===== config.mk =====
export PLATFORM = sky130hd
export DESIGN_NAME = intc_vec
export DESIGN_NICKNAME = d
export VERILOG_FILES = /design/src/rtl/intc_vec.sv
export SDC_FILE = /design/constraint.sdc
export NUM_CORES = 1
export LEC_CHECK = 0
export ABC_AREA = 0
export BUFFER_PORTS_ARGS = -buffer_cell sky130_fd_sc_hd__buf_2
export CAP_MARGIN = 5
export CORE_MARGIN = 2
export CORE_UTILIZATION = 40
export CTS_CLUSTER_DIAMETER = 40
export CTS_CLUSTER_SIZE = 30
export DETAILED_ROUTE_END_ITERATION = 7
export GPL_TIMING_DRIVEN = 0
export PLACE_DENSITY_LB_ADDON = 0.15
export RECOVER_POWER = 100
export REMOVE_ABC_BUFFERS = 1
export SYNTH_ARGS = -nofsm -noshare
export SYNTH_HDL_FRONTEND = slang
export SYNTH_SLANG_ARGS = --single-unit

===== constraint.sdc =====
create_clock -name clk -period 1.44 [get_ports clk]
set_clock_uncertainty 0.2 [all_clocks]
set_input_delay 0.432 -clock clk [delete_from_list [all_inputs] [get_ports clk]]
set_output_delay 0.432 -clock clk [all_outputs]
set_load 0.02 [all_outputs]

===== src/rtl/intc_vec.sv =====
// Vectored interrupt controller: NUM_IRQ edge-triggered channels, fixed priority, jump vectors.
// Optional nesting (lower-index channels preempt running handlers) is enabled with INTC_NEST_EN.
module intc_vec #(
  parameter int                  NUM_IRQ    = 2,
  parameter int                  ID_W       = 1,
  parameter int                  PC_WIDTH   = 10,
  parameter logic [PC_WIDTH-1:0] VEC_BASE   = 10'h3E0,
  parameter int                  VEC_STRIDE = 4
) (
  input  logic                clk,
  input  logic                reset,
  input  logic [NUM_IRQ-1:0]  irq,
  input  logic                mask_we,
  input  logic [NUM_IRQ-1:0]  mask_in,
  input  logic                boundary,
  input  logic                reti,
  output logic                int_req,
  output logic [PC_WIDTH-1:0] int_vec,
  output logic [ID_W-1:0]     int_id,
  output logic [NUM_IRQ-1:0]  pending,
  output logic [NUM_IRQ-1:0]  in_service,
  output logic [NUM_IRQ-1:0]  mask
);

  typedef enum logic [1:0] {
    IDLE    = 2'd0,
    REQ     = 2'd1,
    SERVICE = 2'd2
  } state_t;

  // Lowest set index wins; an all-zero vector yields index 0, callers gate on |bits.
  function automatic logic [ID_W-1:0] lowest_idx(input logic [NUM_IRQ-1:0] bits);
    logic [ID_W-1:0] idx;
    idx = {ID_W{1'b0}};
    for (int i = NUM_IRQ - 1; i >= 0; i--) begin
      if (bits[i]) begin
        idx = ID_W'(i);
      end else begin
        idx = idx;
      end
    end
    return idx;
  endfunction

  function automatic logic [NUM_IRQ-1:0] onehot(input logic [ID_W-1:0] idx);
    return NUM_IRQ'(1'b1) << idx;
  endfunction

  function automatic logic [PC_WIDTH-1:0] vec_addr(input logic [ID_W-1:0] idx);
    return VEC_BASE + PC_WIDTH'(int'(idx) * VEC_STRIDE);
  endfunction

  state_t              state_r;
  state_t              state_nxt_s;
  logic [NUM_IRQ-1:0]  irq_q_r;
  logic [NUM_IRQ-1:0]  rise_s;
  logic [NUM_IRQ-1:0]  eligible_s;
  logic [ID_W-1:0]     best_s;
  logic [NUM_IRQ-1:0]  pending_clr_s;
  logic [NUM_IRQ-1:0]  pending_nxt_s;
  logic [NUM_IRQ-1:0]  in_service_nxt_s;
  logic [ID_W-1:0]     id_nxt_s;
  logic [PC_WIDTH-1:0] vec_nxt_s;
  logic                int_req_nxt_s;

  assign rise_s     = irq & ~irq_q_r;
  assign eligible_s = pending & mask;
  assign best_s     = lowest_idx(eligible_s);

`ifdef INTC_NEST_EN
  logic [ID_W-1:0]    active_s;
  logic [NUM_IRQ-1:0] retired_s;

  assign active_s  = lowest_idx(in_service);
  assign retired_s = in_service & ~onehot(active_s);
`endif

  // Next-state, grant latch and pending/in-service bookkeeping.
  always_comb begin
    state_nxt_s      = state_r;
    pending_clr_s    = {NUM_IRQ{1'b0}};
    in_service_nxt_s = in_service;
    id_nxt_s         = int_id;
    vec_nxt_s        = int_vec;
    case (state_r)
      IDLE: begin
        if (|eligible_s) begin
          id_nxt_s    = best_s;
          vec_nxt_s   = vec_addr(best_s);
          state_nxt_s = REQ;
        end else begin
          state_nxt_s = IDLE;
        end
      end
      REQ: begin
        // Grant is frozen until the control unit reaches a boundary.
        if (boundary) begin
          pending_clr_s    = onehot(int_id);
          in_service_nxt_s = in_service | onehot(int_id);
          state_nxt_s      = SERVICE;
        end else begin
          state_nxt_s = REQ;
        end
      end
      SERVICE: begin
`ifdef INTC_NEST_EN
        if (reti) begin
          in_service_nxt_s = retired_s;
          if (|retired_s) begin
            id_nxt_s    = lowest_idx(retired_s);
            vec_nxt_s   = vec_addr(lowest_idx(retired_s));
            state_nxt_s = SERVICE;
          end else begin
            state_nxt_s = IDLE;
          end
        end else if ((|eligible_s) && (best_s < active_s)) begin
          id_nxt_s    = best_s;
          vec_nxt_s   = vec_addr(best_s);
          state_nxt_s = REQ;
        end else begin
          state_nxt_s = SERVICE;
        end
`else
        if (reti) begin
          in_service_nxt_s = in_service & ~onehot(int_id);
          state_nxt_s      = IDLE;
        end else begin
          state_nxt_s = SERVICE;
        end
`endif
      end
      default: begin
        state_nxt_s = IDLE;
      end
    endcase
    // A fresh edge on the channel being taken keeps it pending.
    pending_nxt_s = (pending & ~pending_clr_s) | rise_s;
    int_req_nxt_s = (state_nxt_s == REQ);
  end

  // State and output registers with synchronous reset.
  always_ff @(posedge clk) begin
    if (reset) begin
      state_r    <= IDLE;
      irq_q_r    <= {NUM_IRQ{1'b0}};
      pending    <= {NUM_IRQ{1'b0}};
      in_service <= {NUM_IRQ{1'b0}};
      mask       <= {NUM_IRQ{1'b0}};
      int_id     <= {ID_W{1'b0}};
      int_vec    <= {PC_WIDTH{1'b0}};
      int_req    <= 1'b0;
    end else begin
      state_r    <= state_nxt_s;
      irq_q_r    <= irq;
      pending    <= pending_nxt_s;
      in_service <= in_service_nxt_s;
      int_id     <= id_nxt_s;
      int_vec    <= vec_nxt_s;
      int_req    <= int_req_nxt_s;
      if (mask_we) begin
        mask <= mask_in;
      end else begin
        mask <= mask;
      end
    end
  end

endmodule


==> results of run 1 <==
## timing repair
| action | CTS | global route |
|---|---|---|
| setup buffers | 0 | 2 |
| setup endpoints to repair | 11 | 10 |
| resized for setup | 17 | 4 |
| hold buffers | 0 | 0 |
## power breakdown
part | switching, mW | internal, mW | leakage (nW)
Sequential | 0.0207 | 0.381 | 0.109
Clock | 0.111 | 0.107 | 0.0150
Combinational | 0.0778 | 0.0675 | 0.223
Total | 0.210 | 0.556 | 0.347
## cell type report
class	count	area (sq um)
Multi-Input combinational cell	34	255
Clock buffer	4	26.3
Tap cell	15	18.8
Inverter	3	11.3
Timing Repair Buffer	24	159
Sequential cell	13	272
Fill cell	121	608
## stage by stage
| stage | instance area, sq um | utilization [%] |
|---|---|---|
| finish | 742 | 55.0 |
| global route | 742 | 55.0 |
| CTS | 718 | 53.2 |
| detailed placement | 656 | 48.6 |
| global placement | 656 | 48.6 |
| floorplan | 527 | - |
## how the worst max path moves through the flow
stage,end,slack (ns)
floorplan,int_vec[5],-0.12
global placement,pending[0],0.09
detailed placement,pending[0],0.08
CTS,int_vec[8],0.002
global route,int_vec[6],-0.01
finish,int_vec[8],0.02
## kinds of logic after synthesis
group                  synth area share [%]
other                                 0.626
AND/OR/NAND/NOR                        22.1
flip-flops                             43.4
multiplexers                           3.34
AO/OA/AOI/OAI                          14.6
buffers and inverters                  15.9
## layer usage
layer	vias to the layer above	part of all wire, %
li1	236	-
met1	208	49
met2	20	43
met3	0	7.6
met4	0	0
met5	-	0
## layout by cell type, fill, tap and decap left out, drive strengths merged
cell / n
nor2b: 2
or3: 1
clkbuf: 6
buf: 22
o32ai: 1
conb: 4
and4bb: 2
o2bb2ai: 1
mux2i: 2
o211a: 1
o22ai: 1
nand3b: 1
nor2: 3
a22oi: 1
and4b: 1
nor3b: 1
nand4bb: 2
a211o: 1
a21oi: 3
nand4b: 1
or3b: 1
a22o: 1
a31o: 1
dfxtp: 13
inv: 3
nand2b: 2
==> out/summary.txt, run 1 <==
Predominant post-synthesis flop cell: dfxtp_1
CTS Root Cell: clkbuf_4
Final GP Congestion: 0.707
Worst setup EP type: output pin
Synth Area per Inst: 10.3 sq um
# rows: 13
Slowest cell on the critical path: dfxtp_4
Initial drt markers: 5
Total GRT Usage: 13.0%
Synth cell types: 28
Hold path depth: 2
DRC Markers: 0
Routing usage on met2: 19.7%
Cells on worst reg2reg path: 2
Die Y: 42.7 microns
Die width: 42.7 microns
Via count: 464
Remaining Overflow, GRT: 0
Hold path start: irq[0]
Min setup slack post-route: 0.0247 ns
Area leader, netlist: dfxtp_1
Hold WS: 0.186 ns
Top Ports: 27
Initial Util: 44.4%
Final-report hold violation count: 0
Detailed Place HPWL: 767 microns
Run status: complete, no violations
CP Launch Type: flip-flop
Tmin final: 1.42 ns
DP Cell Count: 87
Lkg Pwr: 0.347 nW
Crit path max-delay family: flip-flops
WP buf/inv: 1
Measured slew at the worst slew-check pin: 0.593 ns
Critical path depth: 1
Synth top area cells: dfxtp_1 (43%), buf_4 (11%), and4bb_2 (4.2%), nand4bb_1 (3.8%), mux2i_1 (3.3%)
Crit-path max cell delay: 0.36 ns
WP data arrival: 0.78 ns
GRT Max-Usage Layer: met2
# port buffers: 22
Clk_lat worst skew: 0.27 ns
RSZ-0062 raised after global routing: yes
Initial antenna violation count: 0
Critical setup path kind: reg -> out
Register area share after synthesis: 43.4%
Max-slew headroom at the worst pin: 60.4%
Via-to-Cell Ratio: 4.99
Core Footprint: 1350 sq um
Largest net degree at the start of global routing: 15
Clock transition at the registers of the reported paths: 0.08 ns
Syn Std Cell Area: 599 sq um
Non-Filler Instances: 93
Final setup violation count: 0
Worst hold path class: in -> reg
Top post-synthesis cells by count: dfxtp_1 (13), buf_4 (9), inv_1 (3), nor2_1 (3)
Crit Path Max Fanout: 6
Area added between synthesis and finish: 23.8%
Final period util: 98.3%
Max frequency: 707 MHz
Fraction of registers with async set/reset: 0%
Max-slew violations: 0
CTS tree: yes
#FFs+latches synth: 13
Worst-path cell chain: buf_4
CP required: 0.81 ns
Number of synthesized flops with an enable pin: 0
Reg2reg setup slack: 0.16 ns
Drt pass-1 iters: 2
CTS HTree Levels: 1
Setup TNS: 0 ns
Worst r2r src: state_r[1]
CTS sink cnt: 13
Count leader, synth: dfxtp_1
Antenna diodes: 0
Max cap viols: 0
CP startpoint: int_vec[8]
Die area: 1820 sq um
GR met3 Demand/Resource: 6.38%
Vias in the first global route: 392
Mapped Cells: 58
Max clock buf depth: 2
ANT nets after route: 0
Post-Place Setup Slack: 0.0832 ns
YS warnings: 0
Yosys top cell area share: 43.4%
GR Util met1: 16.1%
Hold EP: irq_q_r[0]
Pwr dens: 1030 nW/um^2
Design Power: 0.766 mW
Fin nets: 88
Maximum vdd drop: 0.674 mV
Layout cell share with drive strength beyond 1: 46.2%
Detailed Route WL: 1070 microns
Routed length per instance: 11.5 microns
TritonCTS Buffers: 3
First-pass GRT wire length: 1770 microns
(Power assumes the default switching activity.)
==> inputs of run 2 (changes only) <==
Settings changed: REMOVE_ABC_BUFFERS 1 to not set, SLEW_MARGIN set to 15.
==> run 2 against run 1 <==
Against the previous run: the flow now finishes with violations (setup timing); critical path type unchanged; register-to-register slack lost 0.17 ns; largest cell class is now buffers; global-route usage rose by 0.78 points; sequential share of layout area shrank 6.3 points; clock power increased by 2%; combinational power increased by 36%; routed wire length up 16%; total power grew 7.2%; die area stayed put; via count rose by 7.3%; design area rose by 19%.
==> out/summary.txt, run 2 (synthesis gave the netlist of run 1 again) <==
RSZ-0062 raised after global routing: yes
Lkg Pwr: 0.420 nW (+21%)
Final setup violation count: 7 (+7)
Slowest cell on the critical path: dfxtp_4
Initial drt markers: 8 (+3)
Total GRT Usage: 13.7% (+0.78 points)
Worst setup EP type: output pin
Run status: finished, violations left
First-pass GRT wire length: 1930 microns (+8.6%)
CTS HTree Levels: 1 (unchanged)
CP required: 0.81 ns (about the same)
Largest net degree at the start of global routing: 11 (-4)
Critical path depth: 2 (+1)
Worst-path cell chain: buf_6, buf_6
Remaining Overflow, GRT: 0 (unchanged)
Pwr dens: 929 nW/um^2 (-10%)
Final-report hold violation count: 0 (unchanged)
Most frequent cells in the layout: buf_4 (12), buf_6 (12), dfxtp_1 (9), buf_2 (9), conb_1 (4)
Hold path depth: 2 (unchanged)
Area added between synthesis and finish: 47.4%
Max cap viols: 0 (unchanged)
Cells on worst reg2reg path: 3 (+1)
Hold WS: 0.180 ns (-0.00609 ns)
CP Launch Type: flip-flop
Final period util: 104% (+6.2 points)
Final GP Congestion: 0.694 (-1.9%)
Reg2reg setup slack: -0.01 ns (-0.17 ns)
Max clock buf depth: 2 (unchanged)
Initial antenna violation count: 0 (unchanged)
Final design utilization: 65.4% (+10 points)
Crit Reg-Reg Endpoint: int_vec[2]
Initial Util: 44.4% (unchanged)
Detailed Route WL: 1230 microns (+16%)
Layout cell share with drive strength beyond 1: 52.7% (+6.6 points)
# rows: 13 (unchanged)
Max frequency: 665 MHz (-5.9%)
Antenna diodes: 0 (unchanged)
Design area: 883 sq um (+19%)
Min setup slack post-route: -0.0645 ns (-0.0891 ns)
Clk_lat worst skew: 0.27 ns (about the same)
Design Power: 0.821 mW (+7.2%)
Tmin final: 1.50 ns (+0.0891 ns)
Drt pass-1 iters: 4 (+2)
WP buf/inv: 2 (+1)
DP Area: 739 sq um (+13%)
Fin nets: 101 (+15%)
Detailed Place HPWL: 837 microns (+9.1%)
DRC Markers: 0 (unchanged)
Critical path endpoint: int_vec[6]
Critical setup path kind: reg -> out
CTS Root Cell: clkbuf_4
Clock transition at the registers of the reported paths: 0.09 ns (about the same)
Max-slew violations: 0 (unchanged)
Die Y: 42.7 microns (unchanged)
Maximum vdd drop: 0.477 mV (-29%)
Fillers: 122 (+0.83%)
CTS sink cnt: 13 (unchanged)
Core Footprint: 1350 sq um (unchanged)
CP most frequent cell: buf_6
Die area: 1820 sq um (unchanged)
Die width: 42.7 microns (unchanged)
Crit-path max cell delay: 0.37 ns (about the same)
Setup TNS: -0.321 ns (-0.321 ns)
CP startpoint: int_vec[8]
# port buffers: 22 (unchanged)
Crit path max-delay family: flip-flops
WP data arrival: 0.87 ns (+0.09 ns)
ANT nets after route: 0 (unchanged)
CTS tree: yes
Crit Path Max Fanout: 6 (unchanged)
Worst hold path class: in -> reg
Vias in the first global route: 407 (+3.8%)
Via-to-Cell Ratio: 4.70 (-5.8%)
Failing checks: setup timing
Worst r2r src: state_r[0]
Via count: 498 (+7.3%)
TritonCTS Buffers: 3 (unchanged)
Top Ports: 27 (unchanged)
Routed length per instance: 11.6 microns (+1.5%)
run 2: cell types whose count changed in the layout (fill, tap and decap cells not counted):
| cell | delta |
|---|---|
| buf_6 | +10 |
| buf_4 | +1 |
| clkbuf_1 | +1 |
| clkinv_2 | +1 |
| dfxtp_1 | +1 |
| dfxtp_4 | -1 |
| nand4bb_1 | -1 |
| nand4bb_4 | +1 |
run 2: worst min path at each step:
stage                     startpoint         end  slack [ns]
after global routing      mask_in[1]     mask[1]        0.19
after CTS                     irq[0]  irq_q_r[0]        0.17
after global placement    irq_q_r[1]  pending[1]        0.23
after floorplan           irq_q_r[1]  pending[1]        0.21
final                         irq[0]  irq_q_r[0]        0.18
after detailed placement  irq_q_r[1]  pending[1]        0.24
run 2: per-stage QoR:
stage,cells,worst slack (ns)
floorplan,61,0.127
CTS,104,-0.0689
global route,106,-0.105
global placement,98,-0.0109
detailed placement,98,-0.00582
finish,106,-0.0645
run 2: final cells by class:
class / instances / area, sq um / share of cell area (%)
Clock inverter: 1 / 5.00 / 0.567
Tap cell: 15 / 18.8 / 2.12
Clock buffer: 3 / 22.5 / 2.55
Buffer: 11 / 93.8 / 10.6
Inverter: 3 / 11.3 / 1.27
Multi-Input combinational cell: 34 / 272 / 30.7
Timing Repair Buffer: 26 / 193 / 21.8
Sequential cell: 13 / 268 / 30.3
run 2: metal layers:
metal,vias to the layer above,global-route usage [%],part of all wire (%)
met1,225,20.2,47
met5,-,0,0
met2,13,19.4,47
met3,0,3.83,5.8
li1,260,-,-
met4,0,3.75,0
run 2: timing repair:
item	CTS	global route
hold buffers	0	0
resized for setup	22	10
buffers inserted	2	2
endpoints found under the setup margin	11	12
run 2: report_power, final:
part	internal [mW]	switching, mW
logic	0.105	0.0920
clock network	0.103	0.120
registers	0.382	0.0189
